**config.mk**
```make
export PLATFORM = sky130hd
export DESIGN_NAME = crypto_job_arbiter
export DESIGN_NICKNAME = d
export VERILOG_FILES = /design/src/rtl/crypto_job_arbiter.sv
export SDC_FILE = /design/constraint.sdc
export NUM_CORES = 1
export LEC_CHECK = 0
export CORE_AREA = 2 2 603 605
export DETAILED_ROUTE_END_ITERATION = 12
export DIE_AREA = 0 0 605 607
export PLACE_DENSITY = 0.3
export SYNTH_ARGS = -nofsm -noshare
export SYNTH_HDL_FRONTEND = slang
export SYNTH_SLANG_ARGS = --single-unit
```
**constraint.sdc**
```tcl
create_clock -name clk -period 26.9 [get_ports clk]
set_input_delay 5.38 -clock clk [delete_from_list [all_inputs] [get_ports clk]]
set_output_delay 5.38 -clock clk [all_outputs]
set_load 0.02 [all_outputs]
```
**src/rtl/crypto_job_arbiter.sv**
```systemverilog
// Round-robin arbiter that shares one block-cipher engine among NUM_REQ requesters.
// Latches the winning job, pulses the engine, then returns ciphertext or a timeout error to the owner.
module crypto_job_arbiter #(
  parameter int NUM_REQ = 4,
  parameter int BLOCK_W = 128,
  parameter int TIMEOUT = 32
) (
  input  logic                       clk,
  input  logic                       rst,
  input  logic [NUM_REQ-1:0]         req_valid,
  output logic [NUM_REQ-1:0]         req_ready,
  input  logic [NUM_REQ*BLOCK_W-1:0] req_plaintext,
  input  logic [NUM_REQ*BLOCK_W-1:0] req_key,
  output logic [NUM_REQ-1:0]         resp_valid,
  input  logic [NUM_REQ-1:0]         resp_ready,
  output logic [BLOCK_W-1:0]         resp_data,
  output logic                       resp_err,
  output logic                       eng_start,
  output logic [BLOCK_W-1:0]         eng_plaintext,
  output logic [BLOCK_W-1:0]         eng_key,
  input  logic                       eng_done,
  input  logic [BLOCK_W-1:0]         eng_ciphertext,
  output logic                       busy
);

  localparam int PTR_W = $clog2(NUM_REQ);
  localparam int TMR_W = $clog2(TIMEOUT + 1);

  localparam logic [1:0] IDLE  = 2'd0;
  localparam logic [1:0] ISSUE = 2'd1;
  localparam logic [1:0] WAIT  = 2'd2;
  localparam logic [1:0] RESP  = 2'd3;

  localparam logic [PTR_W-1:0]   LAST_IDX = PTR_W'(NUM_REQ - 1);
  localparam logic [TMR_W-1:0]   TMR_LAST = TMR_W'(TIMEOUT - 1);
  localparam logic [NUM_REQ-1:0] ONE_HOT0 = NUM_REQ'(1);

  logic [1:0]         state_q, state_d;
  logic [PTR_W-1:0]   rr_ptr_q, rr_ptr_d;
  logic [PTR_W-1:0]   grant_id_q, grant_id_d;
  logic [TMR_W-1:0]   timer_q, timer_d;
  logic [BLOCK_W-1:0] pt_q, pt_d;
  logic [BLOCK_W-1:0] key_q, key_d;
  logic [BLOCK_W-1:0] data_q, data_d;
  logic               err_q, err_d;

  logic               grant_found;
  logic [PTR_W-1:0]   grant_idx;
  logic [PTR_W-1:0]   cand_idx;
  logic [BLOCK_W-1:0] sel_pt;
  logic [BLOCK_W-1:0] sel_key;

  // Walk candidates from rr_ptr upward with explicit wrap so non-power-of-two NUM_REQ stays in range.
  always_comb begin
    grant_found = 1'b0;
    grant_idx   = '0;
    cand_idx    = rr_ptr_q;
    for (int k = 0; k < NUM_REQ; k++) begin
      if (!grant_found && req_valid[cand_idx]) begin
        grant_found = 1'b1;
        grant_idx   = cand_idx;
      end
      cand_idx = (cand_idx == LAST_IDX) ? '0 : cand_idx + 1'b1;
    end
  end

  always_comb begin
    sel_pt  = '0;
    sel_key = '0;
    for (int i = 0; i < NUM_REQ; i++) begin
      if (grant_idx == PTR_W'(i)) begin
        sel_pt  = req_plaintext[i*BLOCK_W +: BLOCK_W];
        sel_key = req_key[i*BLOCK_W +: BLOCK_W];
      end
    end
  end

  always_comb begin
    state_d    = state_q;
    rr_ptr_d   = rr_ptr_q;
    grant_id_d = grant_id_q;
    timer_d    = timer_q;
    pt_d       = pt_q;
    key_d      = key_q;
    data_d     = data_q;
    err_d      = err_q;
    case (state_q)
      IDLE: begin
        if (grant_found) begin
          pt_d       = sel_pt;
          key_d      = sel_key;
          grant_id_d = grant_idx;
          state_d    = ISSUE;
        end
      end
      ISSUE: begin
        timer_d = '0;
        state_d = WAIT;
      end
      WAIT: begin
        // A completion on the final timer cycle still counts as success.
        if (eng_done) begin
          data_d  = eng_ciphertext;
          err_d   = 1'b0;
          state_d = RESP;
        end else if (timer_q == TMR_LAST) begin
          data_d  = '0;
          err_d   = 1'b1;
          state_d = RESP;
        end else begin
          timer_d = timer_q + 1'b1;
        end
      end
      RESP: begin
        if (resp_ready[grant_id_q]) begin
          rr_ptr_d = (grant_id_q == LAST_IDX) ? '0 : grant_id_q + 1'b1;
          state_d  = IDLE;
        end
      end
      default: state_d = IDLE;
    endcase
  end

  always_ff @(posedge clk or posedge rst) begin
    if (rst) begin
      state_q    <= IDLE;
      rr_ptr_q   <= '0;
      grant_id_q <= '0;
      timer_q    <= '0;
      pt_q       <= '0;
      key_q      <= '0;
      data_q     <= '0;
      err_q      <= 1'b0;
    end else begin
      state_q    <= state_d;
      rr_ptr_q   <= rr_ptr_d;
      grant_id_q <= grant_id_d;
      timer_q    <= timer_d;
      pt_q       <= pt_d;
      key_q      <= key_d;
      data_q     <= data_d;
      err_q      <= err_d;
    end
  end

  assign req_ready     = (state_q == IDLE && grant_found) ? (ONE_HOT0 << grant_idx) : '0;
  assign resp_valid    = (state_q == RESP) ? (ONE_HOT0 << grant_id_q) : '0;
  assign resp_data     = data_q;
  assign resp_err      = err_q;
  assign eng_start     = (state_q == ISSUE);
  assign eng_plaintext = pt_q;
  assign eng_key       = key_q;
  assign busy          = (state_q != IDLE);

endmodule

```
After elaboration in Yosys (flattened, before gate mapping):

Index checks and enable logic that the tools add are counted.

* add/subtract/negate cells: 5
* magnitude comparators: 5
* equal/unequal tests: 16
* shift-type cells: 2
* muxes and demuxes: 44
* reduce and logical (&&, ||, !) cells: 17

Operator list (number)
* $mux W128: 10
* $mux W2: 12
* $eq A2 B2 Y1 const B: 8
* $lt A2 B3 Y1 const B: 5
* $mux W6: 2
* $pmux W6 S2: 1
* $mux W1: 11
* $bmux W1 S2: 5
* $add A2 B1 Y2 const B: 4
* $mux W4: 2
* $ne A2 B2 Y1 const B: 4
* $pmux W2 S4: 1
* $shl A1 B2 Y4 const A: 2
* $add A6 B1 Y6 const B: 1
* $eq A6 B5 Y1 const B: 1
* $reduce_and A2 Y1: 3
* $reduce_and A3 Y1: 2
* $reduce_bool A2 Y1: 3
* $eq A2 B1 Y1 const B: 2
* $logic_and A1 B1 Y1: 4
* $logic_not A2 Y1: 2
* $logic_not A1 Y1: 3
* $ne A3 B3 Y1 const B: 1

* bits in registers: 397
* bits of input ports: 1163
* output and inout bits: 395
* word-level logic and storage cells: 97

Longest topological paths before layout:

Gate-level depths: netlist of run 1.

* depth in word-level cells: 17
* mapped depth: 11
* gate-level depth less buffers: 8

Worst setup path after synthesis of run 1:

OpenSTA, ideal clock, no wires.

* path kind: input -> output
* start: input port req_valid[1]
* end: output port req_ready[1]
* data arrival time: 7.237 ns
* data required time: 21.520 ns
* slack: 14.283 ns
* cell stages on the path: 8
* path buffers: 4
* cell sequence: buf_2 -> nand2b_1 -> mux4_2 -> a211oi_2 -> buf_2 -> buf_4 -> buf_2 -> and3_1

* word-level cells in the longest chain between the ends: 14
* elaborated cells between the ends (all ways): 25
* classes of those cells: 1 x shift; 17 x mux; 7 x reduce/logical

RTL lines
* start: declaration: line 10 `input logic [NUM_REQ-1:0] req_valid,`
* $bmux W1 S2: line 59 `if (!grant_found && req_valid[cand_idx]) begin`
* $mux W1 (not written as such): line 59
* $mux W1: line 59
* $logic_not A1 Y1: line 59
* $logic_and A1 B1 Y1: line 59
* $mux W1: line 59
* $logic_not A1 Y1: line 59
* $logic_and A1 B1 Y1: line 59
* $mux W1: line 59
* $logic_not A1 Y1: line 59
* $logic_and A1 B1 Y1: line 59
* $mux W2 / $mux W1 (equally long branches): line 59
* $shl A1 B2 Y4 / $logic_and A1 B1 Y1 (equally long branches): line 146 `assign req_ready = (state_q == IDLE && grant_found) ? (ONE_HOT0 << grant_idx) : '0;`
* $mux W4 *: line 146
* end: declaration: line 11 `output logic [NUM_REQ-1:0] req_ready,`

Every way passes the cells marked *; elsewhere a longest branch is shown, timed or not. The select of a mux whose other input is x is not followed.

Worst setup path in the final report of run 1:

Same ends and word-level chain as after synthesis.

==> impl_metrics.json, run 1 <==
{
  "outcome": "finished clean",
  "critPathArrivalTime_ns": 8.28,
  "postLayoutCellArea_um2": 45200,
  "power.total_w": 0.00537,
  "timing_hold_violations_final": 0,
  "vias_per_cell": 3.08,
  "yosysUniqueCellTypes": 44,
  "initial_core_util": 0.0610,
  "post_cts_resized": 0,
  "synth_warnings": 0,
  "cp_max_fo": 26,
  "syn-num-nets": 3311,
  "grt_max_degree": 111,
  "avgSynthCellArea_um2": 10.3,
  "drtIter0Drc": 1501,
  "rsz0062_at_grt": "no",
  "syn_inst": 2138,
  "cts_hold_buf": 0,
  "path_class": "input pin to primary output",
  "cts_setup_buffers": 0,
  "path_clk_slew_ns": 0.06,
  "hold_depth": 2,
  "reg2regPathDepth": 13,
  "wirelength_um": 283000,
  "start_kind": "input pin",
  "max-cap-violations": 0,
  "ioPinCount": 1558,
  "vias": 26100,
  "syn2layout_area_growth_pct": 105,
  "period_minus_slack_ns": 13.66,
  "port_buffers": 1557,
  "post_drt_wl_per_cell_um": 33.3,
  "cts_tree": "yes",
  "cts_buffers": 60,
  "synth_flop_cell": "dfrtp_1",
  "die_w_um": 605,
  "dpl.hpwl_um": 243000,
  "firstDrtPassIters": 5,
  "nets": 4752,
  "drtAntennaViolNets": 0,
  "placed_area_um2": 43000,
  "cts_max_path_buffers": 3,
  "final_common_cell": "clkdlybuf4s50_1",
  "antenna_found_initial": 270,
  "max_stage_delay_ns": 0.61,
  "track_usage": 0.147,
  "placementRows": 221,
  "mostFrequentLayoutCells": "clkdlybuf4s50_1, dfrtp_1, nand2_1",
  "first_global_vias": 25900,
  "cp_num_buf_inv": 3,
  "finalSetupTns_ns": 0,
  "die_y_um": 607,
  "crit_path_cell_trace": "clkdlybuf4s50_1 -> nand2b_1 -> mux4_2 -> a211oi_4 -> buf_4 -> and3_1 -> clkdlybuf4s50_1",
  "required_ns": 21.52,
  "clkLatencyLatePin_ns": 0.75,
  "drc": 0,
  "ys_ff_latch": 397,
  "grt_pass1_wl_um": 340000,
  "maxSlewViolCount": 0,
  "seq_area_frac_synth": 0.452,
  "layout.filler_cells": 41100,
  "final.period_utilization": 0.508,
  "maxSlewHeadroom": 0.338,
  "slowest_stage": "clkdlybuf4s50_1",
  "die_area_um2": 367000,
  "crit_family": "buffers and inverters",
  "min_path_type": "register to register",
  "fmax_mhz": 73.2,
  "ir_drop_mv": 0.142,
  "p_leak_nw": 16.4,
  "p_per_area_nw_per_um2": 119,
  "async_flop_share": 1.00,
  "grt-ovfl-total": 0,
  "drive_gt1_frac": 0.0843,
  "netlist_area_um2": 22000,
  "worst-path-stages": 7,
  "fin_util": 0.125,
  "clock_sinks": 397,
  "synth_edf_count": 0,
  "endpoint_kind": "primary output",
  "final-setup-viol-count": 0,
  "cts_root_buf": "clkbuf_16",
  "ctsHtreeMaxLevel": 2,
  "pre_cts_slack_ns": 13.19,
  "worst_pin_slew_ns": 0.992,
  "design.core.area_um2": 361000,
  "routabilityCongestion": 0.916,
  "setup_slack_ns": 13.24,
  "skew_ns": 0.0272,
  "path_common_cell": "clkdlybuf4s50_1"
}
==> metrics by stage <==
step,hold slack (ns),instances
2_1_floorplan,0.474,2138
3_3_place_gp,0.482,8311
4_1_cts,0.499,8424
5_1_grt,0.528,8457
6_report,0.494,8491
3_5_place_dp,0.482,8311
==> final cells by class <==
| cell class | count | area (um^2) | share of cell area |
|---|---|---|---|
| diodes | 67 | 168 | 0.00371 |
| clock buffers | 98 | 1850 | 0.0409 |
| clock inverters | 15 | 186 | 0.00413 |
| inverters | 8 | 37.5 | 0.000831 |
| multi-input cells | 1515 | 11100 | 0.246 |
| flip-flops and latches | 397 | 9930 | 0.220 |
| well taps | 4794 | 6000 | 0.133 |
| repair buffers | 1597 | 15900 | 0.352 |
==> final timing paths <==
path | startpoint | to | slack [ns]
min in group asynchronous | rst | resp_data[95] | 5.12
max in group asynchronous | rst | eng_key[90] | 19.04
hold / removal | resp_data[111] | resp_data[111] | 0.49
setup / recovery | req_valid[1] | req_ready[1] | 13.24
setup reg to reg | rr_ptr_q[0] | eng_key[89] | 20.07
hold reg to reg | resp_data[111] | resp_data[111] | 0.49
==> where the power goes <==
part / switching [W] / total [W] / internal (W)
Clock: 0.000368 / 0.000862 / 0.000494
Combinational: 0.00206 / 0.00341 / 0.00135
Sequential: 0.000203 / 0.00110 / 0.000898
Total: 0.00263 / 0.00537 / 0.00274
==> logic make-up after synthesis <==
| kind of cell | after synthesis | share of synthesized area |
|---|---|---|
| flip-flops | 397 | 0.452 |
| AO/OA/AOI/OAI | 547 | 0.157 |
| buffers and inverters | 226 | 0.0462 |
| XOR/XNOR | 2 | 0.000797 |
| multiplexers | 519 | 0.253 |
| AND/OR/NAND/NOR | 437 | 0.0861 |
| adder cells (fa/ha/maj) | 10 | 0.00569 |
==> registers in the layout (all words and copies together) (netlist names) <==
name / flops
eng_key: 128
eng_plaintext: 128
resp_data: 128
timer_q: 6
grant_id_q: 2
rr_ptr_q: 2
state_q: 2
resp_err: 1
==> synth_stat cells (2+ instances only) <==
cell type / count / area [um^2]
mux2_1: 97 / 1090
a21o_1: 2 / 15.0
o22ai_1: 257 / 1610
xnor2_1: 2 / 17.5
nand3_1: 131 / 656
nand2_1: 266 / 998
buf_4: 16 / 120
nor2_1: 9 / 33.8
o31ai_1: 2 / 15.0
and3_1: 3 / 18.8
clkbuf_1: 111 / 417
buf_1: 10 / 37.5
o21ai_0: 11 / 55.1
ha_1: 10 / 125
dfrtp_1: 397 / 9930
and2_1: 7 / 43.8
buf_2: 80 / 400
nand2b_1: 7 / 43.8
a31oi_1: 256 / 1600
nor2b_1: 5 / 31.3
mux2_2: 160 / 1800
mux4_2: 3 / 67.6
mux2i_1: 259 / 2590
nor3b_1: 3 / 22.5
a21oi_1: 8 / 40.0
inv_1: 8 / 30.0
==> per-layer routing <==
| metal | part of all wire | GRT usage |
|---|---|---|
| met5 | 0.0024 | 0 |
| met2 | 0.50 | 0.260 |
| met4 | 0.037 | 0.0482 |
| met3 | 0.085 | 0.0524 |
| met1 | 0.38 | 0.162 |
==> worst register-to-register path: stages, from the launching register on <==
cell     delay (ns)
dfrtp_1        0.56
ha_1           0.39
or2_1          0.35
mux4_2         0.42
a21oi_1        0.10
a21oi_4        0.13
buf_4          0.41
buf_4          0.75
buf_4          0.82
buf_4          0.77
buf_4          0.73
buf_4          0.83
o22ai_1        0.29
a31oi_1        0.18
No activity file was read; power rests on OpenSTA's default activity.
==> inputs of run 2 (changes only) <==
- clock period: 26.9 -> 14 ns (I/O delays scaled with it)
==> impl_metrics.json, run 2 (synthesis results as in run 1) <==
{
  "outcome": "finished clean",
  "grt-ovfl-total": 0,
  "clkLatencyLatePin_ns": 0.76,
  "post_drt_wl_per_cell_um": 33.7,
  "initial_core_util": 0.0610,
  "maxSlewViolCount": 0,
  "drtAntennaViolNets": 0,
  "final.period_utilization": 0.637,
  "track_usage": 0.149,
  "period_minus_slack_ns": 8.92,
  "timing_hold_violations_final": 0,
  "endpoint_kind": "primary output",
  "cts_hold_buf": 0,
  "max-cap-violations": 0,
  "hold_ws_ns": 0.499,
  "drtIter0Drc": 1669,
  "firstDrtPassIters": 5,
  "syn2layout_area_growth_pct": 105,
  "drc": 0,
  "worst_pin_slew_ns": 1.11,
  "critPathArrivalTime_ns": 6.12,
  "postLayoutCellArea_um2": 45100,
  "final_common_cell": "clkdlybuf4s50_1",
  "cts_root_buf": "clkbuf_16",
  "p_leak_nw": 16.4,
  "vias_per_cell": 3.10,
  "pre_cts_slack_ns": 5.10,
  "maxSlewHeadroom": 0.262,
  "required_ns": 11.20,
  "p_per_area_nw_per_um2": 229,
  "port_buffers": 1557,
  "path_clk_slew_ns": 0.06,
  "routabilityCongestion": 0.913,
  "cts_max_path_buffers": 3,
  "die_area_um2": 367000,
  "ioPinCount": 1558,
  "ir_drop_mv": 0.254,
  "drive_gt1_frac": 0.0830,
  "rsz0062_at_grt": "no",
  "setup_slack_ns": 5.08,
  "design.core.area_um2": 361000,
  "ctsHtreeMaxLevel": 2,
  "cts_tree": "yes",
  "dpl.hpwl_um": 245000,
  "antenna_found_initial": 270,
  "cp_max_fo": 49,
  "finalSetupTns_ns": 0,
  "final-setup-viol-count": 0,
  "skew_ns": 0.0409,
  "cts_setup_buffers": 0,
  "post_cts_resized": 0,
  "min_path_type": "register to register",
  "clock_sinks": 397,
  "path_class": "input pin to primary output",
  "layout.filler_cells": 41100,
  "vias": 26300,
  "first_global_vias": 26100,
  "start_kind": "input pin",
  "wirelength_um": 286000,
  "grt_max_degree": 125,
  "grt_pass1_wl_um": 345000,
  "mostFrequentLayoutCells": "clkdlybuf4s50_1, dfrtp_1, nand2_1",
  "nets": 4751,
  "fmax_mhz": 112,
  "die_y_um": 607,
  "placementRows": 221,
  "cts_buffers": 61,
  "placed_area_um2": 43000,
  "die_w_um": 605
}
[run 2: changes by cell type in the layout (fill, tap and decap cells not counted), moves of 2 or more]
cell      previous run  this run
diode_2             67        57
clkbuf_8            18        12
buf_4               38        33
buf_12               2         5
clkbuf_1            19        21
[run 2: metal layers]
| metal | vias to the layer above | GRT usage | part of all wire |
|---|---|---|---|
| li1 | 11100 | - | - |
| met1 | 13000 | 0.164 | 0.37 |
| met2 | 1510 | 0.260 | 0.49 |
| met3 | 617 | 0.0580 | 0.094 |
| met4 | 108 | 0.0489 | 0.042 |
| met5 | - | 0 | 0.0025 |
[run 2: cell type report]
| class | instances | area (um^2) | area share |
|---|---|---|---|
| Timing Repair Buffer | 1595 | 15900 | 0.353 |
| Antenna cell | 57 | 143 | 0.00316 |
| Sequential cell | 397 | 9930 | 0.220 |
| Tap cell | 4794 | 6000 | 0.133 |
| Multi-Input combinational cell | 1515 | 11100 | 0.246 |
| Clock buffer | 95 | 1800 | 0.0398 |
| Inverter | 8 | 37.5 | 0.000831 |
| Clock inverter | 17 | 216 | 0.00479 |
[run 2: path summary, 6_finish.rpt]
| path | endpoint | start | slack (ns) | depth (start not counted) |
|---|---|---|---|---|
| min in group asynchronous | resp_data[84] | rst | 2.47 | 2 |
| hold reg to reg | resp_data[114] | resp_data[114] | 0.50 | 2 |
| hold / removal | resp_data[114] | resp_data[114] | 0.50 | 2 |
| setup / recovery | req_ready[1] | req_valid[0] | 5.08 | 8 |
| setup reg to reg | eng_key[42] | rr_ptr_q[0] | 7.70 | 12 |
| max in group asynchronous | eng_key[85] | rst | 9.46 | 4 |
[run 2: power breakdown]
part	internal (W)	switching, W
logic	0.00260	0.00396
registers	0.00172	0.000406
clock network	0.000946	0.000714
total	0.00527	0.00508
[run 2: worst max-delay path, stage by stage]
cell	delay, ns
clkdlybuf4s50_1	0.63
nor4b_1	0.10
a21oi_1	0.22
o22ai_1	0.19
a21oi_4	0.73
buf_4	0.58
and3_1	0.25
clkdlybuf4s50_1	0.60
[run 2: per-stage QoR]
step	utilization	total power [W]	cells
3_3_place_gp	0.119	0.00879	8309
4_1_cts	0.125	0.0106	8421
2_1_floorplan	-	0.00552	2138
3_5_place_dp	0.119	0.00880	8309
6_report	0.125	0.0104	8478
5_1_grt	0.125	0.0109	8447
